### src/rtl/p_mult_pkg.sv
// Shared constants, width helper and stage record for the handshaked pipelined multiplier.
package p_mult_pkg;

    localparam int MIN_LATENCY = 2;
    localparam int ACC_GUARD   = 8;
    localparam int DEF_WIDTH   = 8;
    localparam int DEF_TAG_W   = 4;

    function automatic int PRODUCT_W(input int w);
        return 2 * w;
    endfunction

    // One pipeline slot in the default configuration; data is the operand pair or the product.
    typedef struct packed {
        logic                     valid;
        logic                     is_signed;
        logic [DEF_TAG_W-1:0]     tag;
        logic [2*DEF_WIDTH-1:0]   data;
    } stage_t;

endpackage

### src/rtl/p_mult_pipe_reg.sv
// Stall-gated pipeline stage register with synchronous active-high reset.
module p_mult_pipe_reg
    import p_mult_pkg::*;
#(
    parameter int W = 8
) (
    input  logic         clk,
    input  logic         reset,
    input  logic         en,
    input  logic [W-1:0] d,
    output logic [W-1:0] q
);

    always_ff @(posedge clk) begin
        if (reset) begin
            q <= '0;
        end else if (en) begin
            q <= d;
        end
    end

endmodule

### src/rtl/p_multiplier_hs.sv
// Pipelined WIDTHxWIDTH multiplier with valid/ready handshake and global stall.
// Define PMULT_ACC_EN to add an output-stage accumulator (adds in_acc, res widens to ACC_W).
module p_multiplier_hs
    import p_mult_pkg::*;
#(
    parameter int WIDTH   = 8,
    parameter int LATENCY = 3,
    parameter int TAG_W   = 4,
    parameter int ACC_W   = 2 * WIDTH + ACC_GUARD,
`ifdef PMULT_ACC_EN
    localparam int RW     = ACC_W
`else
    localparam int RW     = 2 * WIDTH
`endif
) (
    input  logic             clk,
    input  logic             reset,
    input  logic             in_valid,
    output logic             in_ready,
    input  logic             in_signed,
    input  logic [WIDTH-1:0] dataa,
    input  logic [WIDTH-1:0] datab,
    input  logic [TAG_W-1:0] in_tag,
`ifdef PMULT_ACC_EN
    input  logic             in_acc,
`endif
    output logic             out_valid,
    input  logic             out_ready,
    output logic [RW-1:0]    res,
    output logic [TAG_W-1:0] out_tag
);

    localparam int DW = PRODUCT_W(WIDTH);
`ifdef PMULT_ACC_EN
    localparam int NS = LATENCY - 1;
    localparam int ND = LATENCY - 1;
`else
    localparam int NS = 1;
    localparam int ND = LATENCY;
`endif

    logic                advance;
    logic [LATENCY-1:0]  v_q;
    logic [NS-1:0]       s_q;
    logic [TAG_W-1:0]    tag_q  [LATENCY];
    logic [DW-1:0]       data_q [ND];
    logic [DW-1:0]       op_a;
    logic [DW-1:0]       op_b;
    (* use_dsp = "yes" *) logic [DW-1:0] product;
`ifdef PMULT_ACC_EN
    logic [LATENCY-2:0]  af_q;
`endif

    if (LATENCY < MIN_LATENCY) begin : g_latency_check
        $error("p_multiplier_hs: LATENCY must be at least %0d", MIN_LATENCY);
    end

    assign advance  = !out_valid || out_ready;
    assign in_ready = advance;

    // Sign-extend only for signed pairs; the low DW bits of the widened product are then exact.
    assign op_a    = {{(DW-WIDTH){s_q[0] & data_q[0][DW-1]}}, data_q[0][DW-1:WIDTH]};
    assign op_b    = {{(DW-WIDTH){s_q[0] & data_q[0][WIDTH-1]}}, data_q[0][WIDTH-1:0]};
    assign product = op_a * op_b;

    for (genvar i = 0; i < LATENCY; i++) begin : g_stage
        if (i == 0) begin : g_first
`ifdef PMULT_ACC_EN
            logic [3+TAG_W+DW-1:0] q;
            p_mult_pipe_reg #(.W(3 + TAG_W + DW)) u_reg (
                .clk   (clk),
                .reset (reset),
                .en    (advance),
                .d     ({in_valid, in_signed, in_acc, in_tag, dataa, datab}),
                .q     (q)
            );
            assign {v_q[0], s_q[0], af_q[0], tag_q[0], data_q[0]} = q;
`else
            logic [2+TAG_W+DW-1:0] q;
            p_mult_pipe_reg #(.W(2 + TAG_W + DW)) u_reg (
                .clk   (clk),
                .reset (reset),
                .en    (advance),
                .d     ({in_valid, in_signed, in_tag, dataa, datab}),
                .q     (q)
            );
            assign {v_q[0], s_q[0], tag_q[0], data_q[0]} = q;
`endif
`ifdef PMULT_ACC_EN
        end else if (i < LATENCY - 1) begin : g_mid
            logic [DW-1:0]         src;
            logic [3+TAG_W+DW-1:0] q;
            assign src = (i == 1) ? product : data_q[i-1];
            p_mult_pipe_reg #(.W(3 + TAG_W + DW)) u_reg (
                .clk   (clk),
                .reset (reset),
                .en    (advance),
                .d     ({v_q[i-1], s_q[i-1], af_q[i-1], tag_q[i-1], src}),
                .q     (q)
            );
            assign {v_q[i], s_q[i], af_q[i], tag_q[i], data_q[i]} = q;
        end else begin : g_last
            // The product itself lives in the accumulator, so only valid and tag are staged here.
            logic [1+TAG_W-1:0] q;
            p_mult_pipe_reg #(.W(1 + TAG_W)) u_reg (
                .clk   (clk),
                .reset (reset),
                .en    (advance),
                .d     ({v_q[i-1], tag_q[i-1]}),
                .q     (q)
            );
            assign {v_q[i], tag_q[i]} = q;
        end
`else
        end else begin : g_rest
            logic [DW-1:0]         src;
            logic [1+TAG_W+DW-1:0] q;
            assign src = (i == 1) ? product : data_q[i-1];
            p_mult_pipe_reg #(.W(1 + TAG_W + DW)) u_reg (
                .clk   (clk),
                .reset (reset),
                .en    (advance),
                .d     ({v_q[i-1], tag_q[i-1], src}),
                .q     (q)
            );
            assign {v_q[i], tag_q[i], data_q[i]} = q;
        end
`endif
    end

`ifdef PMULT_ACC_EN
    logic [DW-1:0]    fin_data;
    logic [ACC_W-1:0] fin_ext;
    logic [ACC_W-1:0] acc;

    assign fin_data = (LATENCY == 2) ? product : data_q[LATENCY-2];
    assign fin_ext  = {{(ACC_W-DW){s_q[LATENCY-2] & fin_data[DW-1]}}, fin_data};

    // An output-stage load either restarts the total or adds onto it; bubbles and stalls hold it.
    always_ff @(posedge clk) begin
        if (reset) begin
            acc <= '0;
        end else if (advance && v_q[LATENCY-2]) begin
            acc <= (af_q[LATENCY-2] ? acc : '0) + fin_ext;
        end
    end

    assign res = acc;
`else
    assign res = data_q[LATENCY-1];
`endif

    assign out_valid = v_q[LATENCY-1];
    assign out_tag   = tag_q[LATENCY-1];

endmodule

### config.mk
export PLATFORM = sky130hd
export DESIGN_NAME = p_multiplier_hs
export DESIGN_NICKNAME = d
export VERILOG_FILES = /design/src/rtl/p_mult_pkg.sv /design/src/rtl/p_mult_pipe_reg.sv /design/src/rtl/p_multiplier_hs.sv
export SDC_FILE = /design/constraint.sdc
export NUM_CORES = 1
export LEC_CHECK = 0
export ABC_CLOCK_PERIOD_IN_PS = 12700
export BUFFER_PORTS_ARGS = -buffer_cell sky130_fd_sc_hd__clkbuf_2
export CORE_UTILIZATION = 25
export DETAILED_ROUTE_END_ITERATION = 12
export GPL_TIMING_DRIVEN = 0
export HOLD_SLACK_MARGIN = 0.03
export PLACE_DENSITY = 0.46
export SYNTH_ARGS = -nofsm -noshare
export SYNTH_HDL_FRONTEND = slang
export SYNTH_SLANG_ARGS = --single-unit
### constraint.sdc
create_clock -name clk -period 12.7 [get_ports clk]
set_input_delay 2.54 -clock clk [delete_from_list [all_inputs] [get_ports clk]]
set_output_delay 2.54 -clock clk [all_outputs]
set_load 0.05 [all_outputs]
==> flow_metrics.py, run 1 <==
metrics = {
    "status": {
        "status": "complete, no violations",
    },
    "global_route": {
        "grt_pass1_wl_mm": 22.2,
        "grt_overflow_total": 0,
        "antenna_found_initial": 0,
        "grt_start_max_net_pins": 12,
        "grt_pass1_vias": 4160,
        "grtUsageTotal": 0.143,
    },
    "critical_path": {
        "cp_slowest_cell": "clkbuf_1",
        "arrival_ns": 3.85,
        "crit_path_end_kind": "primary output",
        "start_kind": "input port",
        "cpPeakStageDelay_ns": 0.47,
        "r2r_setup_slack_ns": 6.78,
        "required_ns": 10.16,
        "ff2ff_path_depth": 18,
        "crit_type": "in -> out",
        "crit_chain": "clkbuf_2 -> nor2b_1 -> clkbuf_1 -> inv_2 -> clkbuf_1 -> clkbuf_2",
        "r2r_end": "g_stage[1].g_rest.u_reg.q[13]",
        "reg2reg_from": "g_stage[0].g_first.u_reg.q[7]",
        "critPathMaxFanout": 10,
        "cp-startpoint": "out_ready",
    },
    "finish": {
        "final_common_cell": "nand2_1",
        "final_cell_area_sq_um": 5860,
        "fin_nets": 780,
        "layout_common_cells": "143 x nand2_1, 88 x inv_1, 64 x dfxtp_1, 63 x a21oi_1, 63 x fa_1",
        "syn2layout_area_growth_pct": 17.1,
        "instances_no_fill": 929,
        "drive_gt1_frac": 0.101,
        "utilization": 0.300,
        "antenna_cells": 0,
        "num-fill-cells": 2157,
    },
    "power": {
        "irDropWorstVdd_mv": 0.0792,
        "power.switching_mw": 0.192,
        "p_int_mw": 0.424,
        "swShare": 0.312,
        "seq_power_share": 0.363,
        "leakagePower_nw": 2.82,
        "combPwrFrac": 0.227,
        "power_density_nw_per_um2": 105,
        "clkPwrFrac": 0.410,
    },
    "die": {
        "die_h_um": 144,
        "die_area_sq_um": 20600,
        "fp.dieW_um": 144,
        "io_pins": 47,
        "row_count": 51,
        "core_area_sq_um": 19500,
        "start_util": 0.256,
    },
    "timing": {
        "finalCritPeriodShare": 0.503,
        "setup_viol": 0,
        "relSlewSlack": 0.515,
        "slew_violations": 0,
        "clock_skew_ns": 0.00567,
        "hold_viol_final": 0,
        "holdWs_ns": 0.452,
        "finalCriticalPeriod_ns": 6.39,
        "tightest_slew_ns": 0.727,
        "fmax_mhz": 156,
        "setup-tns-final_ns": 0,
        "rsz0062_at_grt": "no",
    },
    "synth": {
        "synth_area_per_cell_sq_um": 8.30,
        "yosysTopAreaCell": "dfxtp_1",
        "synth.ff_latch_count": 64,
        "synthArstFlopShare": 0,
        "synth_top_area_frac": 0.256,
        "yosys_warnings": 0,
        "ys.flop_type": "dfxtp_1",
        "synth.area.top_cells": "dfxtp_1 26%, fa_1 25%, nand2_1 11%",
        "syn-num-nets": 724,
        "yosysSeqAreaShare": 0.256,
        "synth_edf_count": 0,
        "syn-cell-area_sq_um": 5010,
        "ys_types": 39,
        "syn_inst": 603,
    },
    "placement": {
        "placed_area_sq_um": 5560,
        "port_buffers": 45,
        "place_hpwl_mm": 10.0,
        "dpl.cell_count": 913,
        "place_congestion": 0.762,
    },
    "clock_tree": {
        "cts_setup_buffers": 0,
        "cts.clk_slew.worst_paths_ns": 0.06,
        "cts_resized": 0,
        "ctsHoldBuffers": 0,
        "cts_tree": "yes",
        "root_buffer": "clkbuf_16",
        "cts_inserted_buffers": 9,
        "cts_max_level": 3,
        "insertion_delay_ns": 0.34,
        "cts_buffer_depth": 2,
        "cts_num_sinks": 64,
    },
    "drt": {
        "drc": 0,
        "firstDrtPassIters": 4,
        "vias": 3865,
        "vias_per_cell": 4.16,
        "ant_nets": 0,
        "drtIter0Drc": 144,
        "routedWlPerCell_um": 13.8,
        "wl_mm": 12.9,
    },
    "min_path": {
        "min_path_cells": 2,
        "holdCritStartpoint": "g_stage[2].g_rest.u_reg.q[4]",
        "holdPathEnd": "g_stage[2].g_rest.u_reg.q[4]",
        "hold_class": "reg -> reg",
    },
    "run": {
        "cap_violations": 0,
    },
}
==> how the worst max path moves through the flow <==
stage and endpoint:
2_1_floorplan in_ready, 3_3_place_gp in_ready, 3_5_place_dp in_ready, 4_1_cts in_ready
5_1_grt in_ready, 6_report in_ready
==> state kept, by name, summed over array words and instances (netlist names) <==
signal                   cells
g_stage.g_first.u_reg.q     22
g_stage.g_rest.u_reg.q      42
==> power by group through the flow <==
stage          Combinational (mW)  Sequential (mW)  Clock, mW
6_report                    0.140            0.223      0.252
5_1_grt                     0.164            0.225      0.269
4_1_cts                     0.143            0.223      0.261
3_5_place_dp                0.141            0.228          0
3_3_place_gp                0.142            0.228          0
2_1_floorplan              0.0882            0.240          0
==> final cells by class <==
type | instances | area [sq um] | share of cell area
repair buffers | 45 | 225 | 0.0384
inverters | 90 | 338 | 0.0576
plain buffers | 37 | 140 | 0.0239
clock inverters | 5 | 56.3 | 0.00960
flip-flops and latches | 64 | 1280 | 0.219
multi-input cells | 412 | 3250 | 0.554
well taps | 265 | 332 | 0.0566
clock buffers | 11 | 243 | 0.0414
==> cell usage after synthesis (3+ instances only) <==
library cell,count
or2_1,3
inv_1,88
fa_1,63
nand2_1,143
a21o_1,4
o21ai_1,5
xor2_1,3
clkbuf_1,33
dfxtp_1,64
a21oi_1,63
nor3_1,6
buf_1,3
nand3_1,6
and3_1,5
xnor2_1,8
nor2_1,14
and2_1,32
ha_1,33
==> critical path: cells and delay by family <==
kind	cells	cell delay [ns]
buffers and inverters	5	1.27
AND/OR/NAND/NOR	1	0.04
==> cell families (layout without fill, tap and decap cells) <==
family / Yosys count / count (layout) / share of synthesized area
fa+ha+maj: 96 / 96 / 0.334
xor+xnor: 11 / 11 / 0.0192
simple gates: 218 / 218 / 0.195
mux: 1 / 1 / 0.00200
flops: 64 / 64 / 0.256
compound gates: 86 / 86 / 0.0982
buf+inv: 127 / 188 / 0.0955
==> layer usage <==
layer	track usage	share of wire	wire length, um	up-vias
met2	0.231	0.46	5860	53
met3	0.0253	0.024	314	11
li1	-	-	-	1964
met1	0.197	0.51	6550	1837
met4	0.0319	0.0093	120	0
met5	0	0	0	-
==> metrics by stage <==
step	power, mW	setup slack, ns
6_report	0.616	6.31
5_1_grt	0.659	6.17
4_1_cts	0.628	6.28
3_5_place_dp	0.368	6.28
3_3_place_gp	0.370	6.23
2_1_floorplan	0.328	6.73
Note: power is estimated with default switching activity, not from simulation.
==> run 2, diff against run 1 <==
--- a/config.mk
+++ b/config.mk
@@ -5,13 +5,13 @@
 export SDC_FILE = /design/constraint.sdc
 export NUM_CORES = 1
 export LEC_CHECK = 0
-export ABC_CLOCK_PERIOD_IN_PS = 12700
+export ABC_CLOCK_PERIOD_IN_PS = 5800
 export BUFFER_PORTS_ARGS = -buffer_cell sky130_fd_sc_hd__clkbuf_2
 export CORE_UTILIZATION = 25
 export DETAILED_ROUTE_END_ITERATION = 12
 export GPL_TIMING_DRIVEN = 0
 export HOLD_SLACK_MARGIN = 0.03
-export PLACE_DENSITY = 0.46
+export PLACE_DENSITY = 0.48
 export SYNTH_ARGS = -nofsm -noshare
 export SYNTH_HDL_FRONTEND = slang
 export SYNTH_SLANG_ARGS = --single-unit
==> constraint.sdc (replaced) <==
create_clock -name clk -period 5.8 [get_ports clk]
set_input_delay 1.16 -clock clk [delete_from_list [all_inputs] [get_ports clk]]
set_output_delay 1.16 -clock clk [all_outputs]
set_load 0.05 [all_outputs]
==> flow_metrics.py, run 2 (synthesis results as in run 1) <==
metrics = {
    "status": {
        "status": "complete, no violations",
    },
    "global_route": {
        "grt_pass1_vias": 4005,
        "grt_overflow_total": 0,
        "grtUsageTotal": 0.134,
        "grt_start_max_net_pins": 13,
        "grt_pass1_wl_mm": 21.1,
        "antenna_found_initial": 0,
    },
    "clock_tree": {
        "insertion_delay_ns": 0.34,
        "cts_buffer_depth": 2,
        "cts_max_level": 3,
        "cts_inserted_buffers": 9,
        "cts.clk_slew.worst_paths_ns": 0.06,
        "cts_tree": "yes",
        "root_buffer": "clkbuf_16",
        "cts_num_sinks": 64,
    },
    "drt": {
        "wl_met1_mm": 6.10,
        "met2_length_mm": 5.84,
        "vias": 3847,
        "drtIter0Drc": 109,
        "firstDrtPassIters": 4,
        "ant_nets": 0,
        "wl_mm": 12.5,
        "routedWlPerCell_um": 13.4,
        "drc": 0,
        "routed-wl-met3_um": 400,
        "top_layer": "met4",
        "vias_per_cell": 4.15,
    },
    "finish": {
        "multi_input_area_sq_um": 3250,
        "antenna_cells": 0,
        "regArea_sq_um": 1280,
        "num-fill-cells": 2163,
        "fin_nets": 778,
        "final_common_cell": "nand2_1",
        "regMostFlops": "g_stage.g_rest.u_reg.q",
        "layout_common_cells": "142 x nand2_1, 88 x inv_1, 63 x a21oi_1, 63 x fa_1, 62 x dfxtp_1",
        "syn2layout_area_growth_pct": 17.0,
        "drive_gt1_frac": 0.106,
        "reg_top3": "g_stage.g_rest.u_reg.q x42, g_stage.g_first.u_reg.q x22",
        "largest_reg_flops": 42,
    },
    "run": {
        "cap_violations": 0,
    },
    "critical_path": {
        "crit_path_end_kind": "flip-flop",
        "cp_slowest_cell": "fa_1",
        "critPathMaxFanout": 10,
        "crit_type": "reg -> reg",
        "start_kind": "flip-flop",
        "r2r_setup_slack_ns": 0.38,
        "required_ns": 6.06,
        "arrival_ns": 5.68,
        "cpPeakStageDelay_ns": 0.57,
        "crit_path_frequent_cell": "fa_1",
        "crit_chain": "clkbuf_1 -> nand3_1 -> fa_1 -> inv_1 -> fa_1 -> fa_1 -> fa_1 -> inv_1 -> fa_1 -> inv_1 -> ha_1 -> o21a_2 -> o31a_4 -> o211a_1 -> o21ai_1 -> or3b_1 -> a21oi_1",
    },
    "placement": {
        "pre_cts_slack_ns": -0.0694,
        "place_congestion": 0.781,
        "place_hpwl_mm": 9.90,
        "port_buffers": 45,
    },
    "power": {
        "power.total_mw": 1.34,
        "power_density_nw_per_um2": 229,
        "leakagePower_nw": 2.80,
        "irDropWorstVdd_mv": 0.138,
    },
    "timing": {
        "hold_viol_final": 0,
        "holdWs_ns": 0.451,
        "setup-tns-final_ns": 0,
        "finalCritPeriodShare": 0.934,
        "rsz0062_at_grt": "no",
        "finalCriticalPeriod_ns": 5.42,
        "relSlewSlack": 0.597,
        "fmax_mhz": 185,
        "timing.final.ws_setup_ns": 0.381,
        "clock_skew_ns": 0.00955,
        "setup_viol": 0,
        "tightest_slew_ns": 0.604,
        "slew_violations": 0,
    },
    "die": {
        "row_count": 51,
        "die_area_sq_um": 20600,
        "start_util": 0.256,
        "io_pins": 47,
        "core_area_sq_um": 19500,
        "die_h_um": 144,
        "fp.dieW_um": 144,
    },
    "min_path": {
        "hold_class": "reg -> reg",
    },
}
run 2: stage by stage:
step	cell area (sq um)	cells	utilization
6_report	5860	926	0.300
5_1_grt	5860	926	0.300
4_1_cts	5860	927	0.300
3_5_place_dp	5560	913	0.285
3_3_place_gp	5560	913	0.285
2_1_floorplan	5010	603	-
run 2: what timing repair did:
item                       4_1_cts  5_1_grt
resized for setup                1        2
pin swaps                        0        0
buffers inserted                 0        0
hold buffers                     0        0
setup endpoints to repair        2        3
run 2: worst paths after layout:
check,startpoint,endpoint,cells past startpoint
worst max-delay path,g_stage[0].g_first.u_reg.q[15],g_stage[1].g_rest.u_reg.q[13],17
worst max register to register,g_stage[0].g_first.u_reg.q[15],g_stage[1].g_rest.u_reg.q[13],17
worst min register to register,g_stage[2].g_rest.u_reg.q[2],g_stage[2].g_rest.u_reg.q[2],2
worst min-delay path,g_stage[2].g_rest.u_reg.q[2],g_stage[2].g_rest.u_reg.q[2],2
run 2: routing by layer:
metal | GRT usage | vias up
met1 | 0.180 | 1830
li1 | - | 1958
met3 | 0.0253 | 9
met2 | 0.223 | 50
met5 | 0 | -
met4 | 0.0297 | 0
run 2: power by group:
part	switching, mW	internal (mW)
Sequential	0.0178	0.473
Combinational	0.194	0.112
Clock	0.212	0.332
Total	0.424	0.917
run 2: area by class of cell:
class                   count  area share
clock inverters             6      0.0120
plain buffers              35      0.0226
well taps                 265      0.0566
inverters                  90      0.0577
clock buffers               9      0.0385
flip-flops and latches     64       0.219
repair buffers             45      0.0385
multi-input cells         412       0.555
run 2: worst max-delay path: cells and delay by family, from the launching register on:
kind | cells | cell delay (ns)
AND/OR/NAND/NOR | 2 | 0.58
adder cells (fa/ha/maj) | 6 | 3.00
AO/OA/AOI/OAI | 5 | 0.87
flip-flops | 1 | 0.38
buffers and inverters | 4 | 0.50
